<file path="config.mk">
export PLATFORM = sky130hd
export DESIGN_NAME = accel_led_meter
export DESIGN_NICKNAME = d
export VERILOG_FILES = /design/src/rtl/accel_led_meter.sv
export SDC_FILE = /design/constraint.sdc
export NUM_CORES = 1
export LEC_CHECK = 0
export ABC_AREA = 1
export CORE_MARGIN = 4
export CORE_UTILIZATION = 46
export CTS_BUF_LIST = sky130_fd_sc_hd__clkbuf_4 sky130_fd_sc_hd__clkbuf_8
export CTS_CLUSTER_DIAMETER = 150
export CTS_CLUSTER_SIZE = 16
export DETAILED_ROUTE_END_ITERATION = 10
export DONT_BUFFER_PORTS = 1
export HOLD_SLACK_MARGIN = 0.05
export SYNTH_ARGS = -nofsm -noshare
export SYNTH_HDL_FRONTEND = slang
export SYNTH_SLANG_ARGS = --single-unit
</file>
<file path="constraint.sdc">
create_clock -name clk -period 2.9 [get_ports clk]
set_clock_uncertainty 0.1 [all_clocks]
set_input_delay 0.58 -clock clk [delete_from_list [all_inputs] [get_ports clk]]
set_output_delay 0.58 -clock clk [all_outputs]
set_load 0.02 [all_outputs]
</file>
<file path="src/rtl/accel_led_meter.sv">
// ============================================================================
// accel_led_meter : block-averaged LED bar/dot meter with a decaying peak marker
// Rev 1.0
// ============================================================================
`default_nettype none

module accel_led_meter #(
   parameter int WIDTH      = 9,
   parameter int NUM_LEDS   = 16,
   parameter int AVG_LOG    = 2,
   parameter int ZERO_BLANK = 2,
   parameter int PEAK_HOLD  = 50_000_000,
   parameter int PEAK_DECAY = 5_000_000,
   localparam int LW        = $clog2(NUM_LEDS)
) (
   input  logic                clk,
   input  logic                reset,
   input  logic [WIDTH-1:0]    sample,
   input  logic                sample_valid,
   input  logic                mode,
   output logic [LW-1:0]       level,
   output logic                blank,
   output logic                level_valid,
   output logic [LW-1:0]       peak,
   output logic [NUM_LEDS-1:0] led
);

   localparam int ACW = WIDTH + AVG_LOG;
   localparam int CW  = (AVG_LOG > 0) ? AVG_LOG : 1;
   localparam int HW  = $clog2(PEAK_HOLD + 1);
   localparam int DW  = $clog2(PEAK_DECAY + 1);

   localparam logic [CW-1:0] C_CNT_LAST    = CW'((1 << AVG_LOG) - 1);
   localparam logic [HW-1:0] C_HOLD_LOAD   = HW'(PEAK_HOLD - 1);
   localparam logic [DW-1:0] C_DECAY_LOAD  = DW'(PEAK_DECAY - 1);
   localparam logic [31:0]   C_ZERO_BLANK  = 32'(ZERO_BLANK);

   localparam logic [1:0] S_IDLE  = 2'd0;
   localparam logic [1:0] S_HOLD  = 2'd1;
   localparam logic [1:0] S_DECAY = 2'd2;

   // ------------------------------------------------------------------------
   // Block averaging and quantisation
   // ------------------------------------------------------------------------
   logic [ACW-1:0]   r_acc;
   logic [CW-1:0]    r_cnt;
   logic [ACW-1:0]   w_sum;
   logic [WIDTH-1:0] w_avg;
   logic [LW-1:0]    w_quant;
   logic             w_last;

   // The sum of a full block of WIDTH-bit samples always fits in ACW bits.
   assign w_sum  = r_acc + ACW'(sample);
   assign w_avg  = WIDTH'(w_sum >> AVG_LOG);
   assign w_last = (r_cnt == C_CNT_LAST);

   // (avg * NUM_LEDS) >> WIDTH is just the top LW bits of avg.
   generate
      if (WIDTH >= LW) begin : g_quant_shift
         assign w_quant = w_avg[WIDTH-1 -: LW];
      end else begin : g_quant_pad
         assign w_quant = {w_avg, {(LW-WIDTH){1'b0}}};
      end
   endgenerate

   always_ff @(posedge clk or posedge reset) begin
      if (reset) begin
         r_acc       <= '0;
         r_cnt       <= '0;
         level       <= '0;
         blank       <= 1'b1;
         level_valid <= 1'b0;
      end else begin
         level_valid <= 1'b0;
         if (sample_valid) begin
            if (w_last) begin
               r_acc       <= '0;
               r_cnt       <= '0;
               level       <= w_quant;
               blank       <= (32'(w_avg) < C_ZERO_BLANK);
               level_valid <= 1'b1;
            end else begin
               r_acc <= w_sum;
               r_cnt <= r_cnt + 1'b1;
            end
         end
      end
   end

   // ------------------------------------------------------------------------
   // Peak tracker
   // ------------------------------------------------------------------------
   logic [1:0]          r_state;
   logic [1:0]          w_state_nxt;
   logic [HW-1:0]       r_hold;
   logic [HW-1:0]       w_hold_nxt;
   logic [DW-1:0]       r_decay;
   logic [DW-1:0]       w_decay_nxt;
   logic [LW-1:0]       w_peak_nxt;
   logic [LW-1:0]       w_eff;
   logic                w_rise;
   logic [NUM_LEDS-1:0] w_led_nxt;

   assign w_eff  = blank ? '0 : level;
   assign w_rise = level_valid && (w_eff > peak);

   // led is registered from the next peak so it shows the new marker together
   // with the peak register, one clock after level updates.
   always_ff @(posedge clk or posedge reset) begin
      if (reset) begin
         r_state <= S_IDLE;
         r_hold  <= '0;
         r_decay <= '0;
         peak    <= '0;
         led     <= '0;
      end else begin
         r_state <= w_state_nxt;
         r_hold  <= w_hold_nxt;
         r_decay <= w_decay_nxt;
         peak    <= w_peak_nxt;
         led     <= w_led_nxt;
      end
   end

   // A new higher level always beats a hold or decay expiry in the same cycle.
   always_comb begin
      w_state_nxt = r_state;
      w_hold_nxt  = r_hold;
      w_decay_nxt = r_decay;
      w_peak_nxt  = peak;
      case (r_state)
         S_IDLE: begin
            if (level_valid && !blank) begin
               w_peak_nxt  = level;
               w_hold_nxt  = C_HOLD_LOAD;
               w_state_nxt = S_HOLD;
            end
         end
         S_HOLD: begin
            if (w_rise) begin
               w_peak_nxt = level;
               w_hold_nxt = C_HOLD_LOAD;
            end else if (r_hold == '0) begin
               w_decay_nxt = C_DECAY_LOAD;
               w_state_nxt = S_DECAY;
            end else begin
               w_hold_nxt = r_hold - 1'b1;
            end
         end
         S_DECAY: begin
            if (w_rise) begin
               w_peak_nxt  = level;
               w_hold_nxt  = C_HOLD_LOAD;
               w_state_nxt = S_HOLD;
            end else if (r_decay == '0) begin
               w_decay_nxt = C_DECAY_LOAD;
               if (peak > w_eff) begin
                  w_peak_nxt = peak - 1'b1;
               end else if (blank) begin
                  w_state_nxt = S_IDLE;
               end
            end else begin
               w_decay_nxt = r_decay - 1'b1;
            end
         end
         default: begin
            w_state_nxt = S_IDLE;
         end
      endcase
   end

   always_comb begin
      w_led_nxt = '0;
      if (!blank) begin
         for (int i = 0; i < NUM_LEDS; i++) begin
            if (mode ? (LW'(i) <= level) : (LW'(i) == level)) begin
               w_led_nxt[i] = 1'b1;
            end
         end
      end
      if (w_state_nxt != S_IDLE) begin
         w_led_nxt[w_peak_nxt] = 1'b1;
      end
   end

endmodule

`default_nettype wire

</file>
Word-level counts from Yosys, hierarchy flattened
Cells that the tools add are included. W data, S select, Z words.

Flip-flop bits (word level): 90. Input bits: 13. Output and inout bits: 26. Word-level logic and storage cells: 140.

$add $sub $neg: 5. $lt $le $gt $ge: 21. Equal/unequal tests: 24. Multiplexer cells: 65. Bitwise gates (word level): 1. Reduce and logical (&&, ||, !) cells: 14.

Operators by type and width (count): $mux W26 (4); $mux W23 (4); $pmux W26 S3 (1); $pmux W23 S2 (1); $mux W1 (35); $eq A4 B4 Y1 const A (8); $le A4 B4 Y1 const A (8); $mux W16 (2); $logic_not A26 Y1 (1); $sub A26 B1 Y26 const B (1); $mux W4 (6); $logic_not A23 Y1 (1); $sub A23 B1 Y23 const B (1); $eq A3 B4 Y1 const A (4); $le A3 B4 Y1 const A (4); $mux W2 (8); $or A16 B16 Y16 (1); $pmux W4 S3 (1); $add A11 B9 Y11 (1); $mux W11 (1); $ne A2 B2 Y1 const B (5); $lt A9 B2 Y1 const B (1); $eq A2 B4 Y1 const A (2); $gt A4 B4 Y1 (2); 20 further kinds (27).

Longest topological paths before layout
Gate-level depths: netlist of run 1.

Word-level depth: 12. Mapped depth: 20. Depth with buffers taken out: 19.

Worst setup path before layout of run 1
Ideal clock, no wire load.

Path type: reg-to-reg. Start: register blank. End: register led[1]. Setup time: 0.067 ns. Arrival time: 2.431 ns. Data required time: 2.733 ns. Path slack: 0.302 ns. Stages on the path, launching flop included: 21. Path buffers: 2. Period minus slack after synthesis: 2.598 ns. Cell sequence: dfstp_2 inv_1 clkbuf_1 nand2_1 ha_1 nand2_1 nand2_1 nand2_1 nand3_1 buf_4 inv_2 nand2_1 nand3_2 nand3_1 inv_1 nand2_4 nand2_4 nand3_2 inv_2 nand2_1 nand2_1.

Word-level cells in the longest chain between the ends: 12. Elaborated cells between the ends (all ways): 28. Classes of those cells: order compare (4); mux (18); bitwise (1); reduce/logical (5).

RTL lines: start: declaration (RTL line 22) `output logic blank,`; start signal: assignment (RTL line 80) `blank <= (32'(w_avg) < C_ZERO_BLANK);`; $mux W4 (RTL line 104) `assign w_eff = blank ? '0 : level;`; $gt A4 B4 Y1 (RTL line 157) `if (peak > w_eff) begin`; $mux W4 (RTL line 157); $mux W4 (RTL line 155) `end else if (r_decay == '0) begin`; $mux W4 (RTL line 151) `if (w_rise) begin`; $pmux W4 S3 (RTL line 131) `case (r_state)`; $lt A4 B5 Y1 (not written as such) or $ge A4 B1 Y1 (tied branches) (RTL line 182) `w_led_nxt[w_peak_nxt] = 1'b1;`; $logic_and A1 B1 Y1 (not written as such) (RTL line 182); $mux W1 (not written as such) (RTL line 182); $demux W1 S4 (RTL line 182); $or A16 B16 Y16 (no source line); $mux W16 (*) (RTL line 181) `if (w_state_nxt != S_IDLE) begin`; via w_led_nxt[1] (RTL line 102) `logic [NUM_LEDS-1:0] w_led_nxt;`; end signal: assignment (RTL line 121) `led <= w_led_nxt;`; end: declaration (RTL line 25) `output logic [NUM_LEDS-1:0] led`.

Mark *: on every way through the listed nets, which the timed path passes. The rest lies on a longest branch. A chain may end at the register's enable or synchronous reset.

Worst setup path in the final report of run 1
Start: register blank. End: register r_hold[9].

Word-level cells in the longest chain between the ends: 5. Elaborated cells between the ends (all ways): 11. Classes of those cells: order compare (1); eq/ne (3); mux (3); reduce/logical (4).

RTL lines: $mux W4 (RTL line 104); $gt A4 B4 Y1 (RTL line 105) `assign w_rise = level_valid && (w_eff > peak);`; $logic_and A1 B1 Y1 (RTL line 105); $ne A3 B3 Y1 (no source line) (tied with other cells); $reduce_and A4 Y1 (no source line) or $pmux W26 S3 (tied branches); end signal: assignment (RTL line 118) `r_hold <= w_hold_nxt;`; end: declaration (RTL line 95) `logic [HW-1:0] r_hold;`.

Parallel ways exist; a longest one is shown, timed or not.

==> results_dict.tcl, run 1 <==
set metrics [dict create \
    run_status "complete, no violations" \
    timing.hold.worst.class "in -> async" \
    number_of_slew_limit_violations_in_the_final_report 0 \
    post_drt_via_cell_ratio 5.29 \
    final_antenna_net_count 0 \
    layout.core_utilization_pct 50.9 \
    initial_core_util_pct 47.1 \
    met3RoutedLength_um 603 \
    initial_drc_count 281 \
    synth-seq-area-share_pct 39.8 \
    max_cap_violations 0 \
    cp_data_arrival_time_ns 2.77 \
    setup_viol_count_final 0 \
    core_area_um2 12000 \
    total_number_of_h_tree_levels 3 \
    die_w_um 119 \
    async_reset_ff_share_pct 100 \
    cell_internal_power_dissipation_mw 3.16 \
    route.layer.met1.wl_um 6080 \
    fin_cells 917 \
    net_count_synth 782 \
    post_route_cells_drive_above_1_share_pct 12.6 \
    synth.cells.most_frequent "181 x sky130_fd_sc_hd__nand2_1, 89 x sky130_fd_sc_hd__dfrtp_1, 89 x sky130_fd_sc_hd__nor2_1" \
    dp.cells 900 \
    ff_latch_area_um2 2250 \
    cts-buffers-inserted 9 \
    root_buffer "sky130_fd_sc_hd__clkbuf_8" \
    power_frac_comb_pct 52.0 \
    power_per_cell_area_nw_per_um2 1020 \
    share_clk_of_total_power_pct 13.9 \
    synthToLayoutAreaGrowth_pct 7.91 \
    post_synth_num_cell_types 49 \
    fp.dieArea_um2 14200 \
    crit_required_ns 3.05 \
    synth_largest_area_cell "sky130_fd_sc_hd__dfrtp_1" \
    grt_pass1_wl_um 22900 \
    die_h_um 119 \
    max_freq_ghz 0.382 \
    netlist_instances 751 \
    max_slew.worst_pin.slew_ns 0.503 \
    max-vdd-ir-drop_uv 576 \
    ios 39 \
    path_max_fanout 13 \
    antenna_found_initial 0 \
    fin_area_um2 6110 \
    dr.pass1.iters 5 \
    wire_per_inst_um 14.4 \
    post-synth-top-count-cell "sky130_fd_sc_hd__nand2_1" \
    leakage_nw 2.90 \
    timing_worst_setup_path_type "reg -> reg" \
    final_period_minus_worst_setup_slack_ns 2.62 \
    mappedNetlistArea_um2 5660 \
    layout.nets 797 \
    grt_max_degree 91 \
    placement_rows 40 \
    number_of_drc_violations_after_detailed_routing 0 \
    yosys.area.top_type_share_pct 39.3 \
    cts_num_sinks 90 \
    grt_pass1_vias 4776 \
    power_switching_mw 3.05 \
    wirelength_um 13200 \
    gp_congestion 0.898 \
    final-hold-violation-count 0 \
    buffer_ports.inserted 0 \
    synth.ff_latch_count 90 \
    dr_wl_met2_um 6350 \
    max_slew_headroom_pct 66.4 \
    syn_area_per_cell_um2 7.54 \
    post-route-period-util_pct 90.2 \
    cts_tree "built" \
    power.share.sequential_pct 34.1 \
    insertion_delay_ns 0.37 \
    switching_share_pct 49.2 \
    antenna_cells 0 \
    ys_top_cells_by_area "sky130_fd_sc_hd__dfrtp_1 39%, sky130_fd_sc_hd__nand2_1 12%, sky130_fd_sc_hd__nor2_1 5.9%" \
    hpwl_um 9730 \
    multi_input_comb_area_um2 2990 \
    ctsLongestPathBuffers 2 \
    synth_enable_flop_cells 0 \
    grt.total_usage_pct 19.6 \
    post_cts_hold_buffer_count 0 \
    ys.warnings.count 0 \
    dr_total_vias 4855 \
    filler_cell_count 1174 \
    startpoint_type "flop" \
    total_neg_setup_slack_ns 0 \
    clk_transition_reported_paths_ns 0.09 \
    routed.top_layer "met4" \
    ys_flop_type "sky130_fd_sc_hd__dfrtp_1" \
    overflow 0 \
    endpoint_kind "flop" \
    post_dp_cell_area_um2 5890 \
    grt_setup_unrepaired "no" \
]
[critical path, cell delays in order, from the launching register on]
cell and delay [ns]:
sky130_fd_sc_hd__dfstp_2 0.57, sky130_fd_sc_hd__nor2_1 0.05, sky130_fd_sc_hd__inv_1 0.11, sky130_fd_sc_hd__ha_1 0.27
sky130_fd_sc_hd__nand2_1 0.09, sky130_fd_sc_hd__inv_2 0.04, sky130_fd_sc_hd__nand2_1 0.11, sky130_fd_sc_hd__nand3_2 0.11
sky130_fd_sc_hd__buf_4 0.20, sky130_fd_sc_hd__nand2_1 0.10, sky130_fd_sc_hd__inv_1 0.09, sky130_fd_sc_hd__nor2_2 0.18
sky130_fd_sc_hd__clkinvlp_4 0.28, sky130_fd_sc_hd__o21ai_0 0.15, sky130_fd_sc_hd__a21oi_1 0.05
[power by group through the flow]
stage / Combinational (mW) / Clock, mW / Sequential (mW)
floorplan: 2.44 / 0 / 2.14
global placement: 3.15 / 0 / 2.13
detailed placement: 3.19 / 0 / 2.14
CTS: 3.21 / 0.896 / 2.12
global route: 3.68 / 0.954 / 2.17
finish: 3.23 / 0.865 / 2.12
[final cells by class]
class	instances	area share (%)
clock inverters	5	0.921
clock buffers	10	2.15
well taps	147	3.01
repair buffers	17	2.29
flip-flops and latches	90	36.9
inverters	91	5.86
multi-input cells	557	48.9
[flip-flops by register name (all words and copies together), names as in the netlist]
register,flops
r_decay,23
r_acc,11
blank,1
peak,4
r_cnt,2
level_valid,1
r_state,2
r_hold,26
led,16
level,4
[final timing paths]
check                           slack [ns]  depth (start not counted)                  from                    end
worst max-delay path                  0.28                         14     blank$_DFFE_PP1P_  r_hold[9]$_DFFE_PP0P_
worst min-delay path                  0.10                          2                 reset       led[3]$_DFF_PP0_
worst max register to register        0.28                         14     blank$_DFFE_PP1P_  r_hold[9]$_DFFE_PP0P_
worst min register to register        0.38                          2  r_cnt[1]$_DFFE_PP0P_   r_cnt[1]$_DFFE_PP0P_
max in group asynchronous             2.22                          2                 reset   level[0]$_DFFE_PP0P_
min in group clk                      0.22                          2          sample_valid   r_cnt[1]$_DFFE_PP0P_
[metrics by stage]
stage | hold slack, ns | power, mW | setup WS [ns]
2_1_floorplan | 0.346 | 4.57 | 0.302
6_report | 0.104 | 6.21 | 0.283
3_3_place_gp | 0.359 | 5.28 | 0.282
3_5_place_dp | 0.369 | 5.33 | 0.201
5_1_grt | 0.131 | 6.81 | 0.0460
4_1_cts | 0.116 | 6.22 | 0.188
[layer usage]
metal,global-route usage [%],vias to the layer above
met4,6.95,0
li1,-,2486
met5,0,-
met3,5.22,15
met1,25.4,2273
met2,31.7,81
[cells by family after synthesis]
group           after synthesis  share of synthesized area, %
fa+ha+maj                    18                          4.11
xor+xnor                     14                          2.17
compound gates              104                          10.3
simple gates                421                          35.9
buf+inv                     104                          7.71
flops                        90                          39.8
[cell usage in the layout (no fill, tap or decap), types with 10 or more instances in the layout]
master,Yosys,layout
sky130_fd_sc_hd__a21oi_1,22,22
sky130_fd_sc_hd__nand4_1,12,12
sky130_fd_sc_hd__nor3_1,19,19
sky130_fd_sc_hd__nand2_2,10,10
sky130_fd_sc_hd__ha_1,17,17
sky130_fd_sc_hd__dfrtp_1,89,88
sky130_fd_sc_hd__nand3_1,51,50
sky130_fd_sc_hd__inv_1,83,80
sky130_fd_sc_hd__o21ai_0,50,50
sky130_fd_sc_hd__xor2_1,12,12
sky130_fd_sc_hd__buf_4,2,16
sky130_fd_sc_hd__nor2_1,89,89
sky130_fd_sc_hd__nand2_1,181,181
[repair_timing]
item	4_1_cts	5_1_grt
setup buffers	0	2
gates resized for setup	0	5
endpoints found under the setup margin	0	20
hold endpoints to repair	0	0
(Power assumes the default switching activity.)
==> run 2: changes to the inputs <==
==> constraint.sdc (replaced) <==
create_clock -name clk -period 2.9 [get_ports clk]
set_clock_uncertainty 0.1 [all_clocks]
set_input_delay 0.87 -clock clk [delete_from_list [all_inputs] [get_ports clk]]
set_output_delay 0.87 -clock clk [all_outputs]
set_load 0.02 [all_outputs]
==> run 2 against run 1 <==
Net effect:
- count of clock-buffer cells in the layout up 2
- cell area up 0.55%
- critical path depth up 5
- final cell count up 0.55%
- sequential share of layout area down 0.22 points
- sequential power about the same
- via count up 0.76%
- register-to-register slack worse by 0.02 ns
- routed wire length up 0.26%
- critical path type unchanged
==> results_dict.tcl, run 2 (same netlist as run 1, synthesis figures left out) <==
set metrics [dict create \
    run_status "complete, no violations" \
    cts_tree "built" \
    overflow 0 \
    startpoint_type "flop" \
    gp_congestion 0.925 \
    postCtsSetupRepairBufs 0 \
    reg_with_most_ffs "r_hold" \
    endpoint_kind "flop" \
    die_w_um 119 \
    number_of_drc_violations_after_detailed_routing 0 \
    post_route_cells_drive_above_1_share_pct 12.8 \
    ctsLongestPathBuffers 2 \
    critical_path.startpoint "blank$_DFFE_PP1P_" \
    hpwl_um 10100 \
    max-vdd-ir-drop_uv 505 \
    root_buffer "sky130_fd_sc_hd__clkbuf_8" \
    power_per_cell_area_nw_per_um2 1030 \
    final_cell_mix "181 x sky130_fd_sc_hd__nand2_1, 89 x sky130_fd_sc_hd__nor2_1, 89 x sky130_fd_sc_hd__dfrtp_1" \
    path_max_fanout 8 \
    crit-reg2reg-launch "blank$_DFFE_PP1P_" \
    grt_setup_unrepaired "no" \
    whs_ns 0.384 \
    placement_rows 40 \
    initial_drc_count 344 \
    grt.total_usage_pct 19.3 \
    largest_reg_flops 26 \
    layout_top_registers "r_hold (26), r_decay (23), led (16)" \
    multi_input_comb_area_um2 2980 \
    setup_viol_count_final 0 \
    fp.dieArea_um2 14200 \
    post_drt_via_cell_ratio 5.31 \
    grt_max_degree 47 \
    worst_hold_startpoint "r_cnt[1]$_DFFE_PP0P_" \
    total_number_of_h_tree_levels 3 \
    filler_cell_count 1198 \
    core_area_um2 12000 \
    wirelength_um 13300 \
    ff_latch_area_um2 2250 \
    final-hold-violation-count 0 \
    dr.pass1.iters 5 \
    timing.hold.worst.class "reg -> reg" \
    grt_pass1_vias 4736 \
    max_cap_violations 0 \
    synthToLayoutAreaGrowth_pct 8.51 \
    wire_per_inst_um 14.4 \
    number_of_slew_limit_violations_in_the_final_report 0 \
    crit_required_ns 3.12 \
    die_h_um 119 \
    grt_pass1_wl_um 22600 \
    dr_total_vias 4892 \
    max_freq_ghz 0.380 \
    post-route-period-util_pct 90.8 \
    total_neg_setup_slack_ns 0 \
    clk_transition_reported_paths_ns 0.09 \
    leakage_nw 2.94 \
    insertion_delay_ns 0.37 \
    layout.core_utilization_pct 51.2 \
    antenna_found_initial 0 \
    layout.nets 801 \
    max_slew_headroom_pct 60.3 \
    timing_worst_setup_path_type "reg -> reg" \
    ios 39 \
    buffer_ports.inserted 0 \
    cts-buffers-inserted 9 \
    cp_data_arrival_time_ns 2.85 \
    antenna_cells 0 \
    final_antenna_net_count 0 \
    max_slew.worst_pin.slew_ns 0.595 \
    cts_num_sinks 90 \
    final_period_minus_worst_setup_slack_ns 2.63 \
    initial_core_util_pct 47.1 \
    layout.cells.most_common "sky130_fd_sc_hd__nand2_1" \
]
==> run 2: per-layer routing <==
layer  part of all wire, %  track usage (%)  vias up
met5                     0                0        -
li1                      -                -     2491
met4                   1.6             6.37        0
met2                    48             31.3       65
met1                    47             25.8     2318
met3                   4.0             4.32       18
==> run 2: area by class of cell <==
class | count | share of cell area [%]
Clock buffer | 12 | 2.69
Timing Repair Buffer | 21 | 2.57
Tap cell | 147 | 2.99
Sequential cell | 90 | 36.7
Multi-Input combinational cell | 557 | 48.5
Inverter | 91 | 5.76
Clock inverter | 4 | 0.794
==> run 2: worst paths after layout <==
path / endpoint / slack [ns] / depth (start not counted)
max: led[1]$_DFF_PP0_ / 0.27 / 19
min: r_cnt[1]$_DFFE_PP0P_ / 0.38 / 2
max reg2reg: led[1]$_DFF_PP0_ / 0.27 / 19
min reg2reg: r_cnt[1]$_DFFE_PP0P_ / 0.38 / 2
max in group asynchronous: r_hold[16]$_DFFE_PP0P_ / 1.84 / 2
min in group asynchronous: led[2]$_DFF_PP0_ / 0.44 / 2
==> run 2: where the power goes <==
group | leakage [nW] | total, mW | switching [mW] | internal (mW)
Clock | 0.112 | 0.933 | 0.465 | 0.468
Sequential | 1.10 | 2.09 | 0.412 | 1.67
Combinational | 1.72 | 3.31 | 2.20 | 1.10
Total | 2.94 | 6.32 | 3.08 | 3.24
==> run 2: timing repair <==
action | 4_1_cts | 5_1_grt
resized for setup | 0 | 2
setup endpoints to repair | 0 | 3
hold buffers | 0 | 0
==> run 2: worst max-delay path, cell delays in order, from the launching register on <==
cell and delay (ns):
sky130_fd_sc_hd__dfstp_2 0.55, sky130_fd_sc_hd__nor2_1 0.05, sky130_fd_sc_hd__inv_1 0.08, sky130_fd_sc_hd__ha_1 0.26
sky130_fd_sc_hd__nand2_1 0.09, sky130_fd_sc_hd__inv_2 0.04, sky130_fd_sc_hd__nand2_1 0.09, sky130_fd_sc_hd__nand3_1 0.19
sky130_fd_sc_hd__buf_4 0.24, sky130_fd_sc_hd__nand2_1 0.08, sky130_fd_sc_hd__inv_1 0.04, sky130_fd_sc_hd__o21ai_1 0.07
sky130_fd_sc_hd__nand3_1 0.08, sky130_fd_sc_hd__nand2_1 0.09, sky130_fd_sc_hd__nand2_2 0.07, sky130_fd_sc_hd__nand2_1 0.08
sky130_fd_sc_hd__nand2_2 0.09, sky130_fd_sc_hd__nor2_2 0.16, sky130_fd_sc_hd__nand2_1 0.08, sky130_fd_sc_hd__nand2_1 0.06
==> run 2: metrics by stage <==
step                      std cells  setup WS (ns)  power, mW  instance area (um^2)
after floorplan                 751          0.302       4.57                  5670
after global placement          906          0.230       5.34                  5920
after detailed placement        906          0.211       5.40                  5920
after CTS                       922          0.248       6.35                  6130
after global routing            922        0.00854       6.91                  6140
final                           922          0.266       6.32                  6140
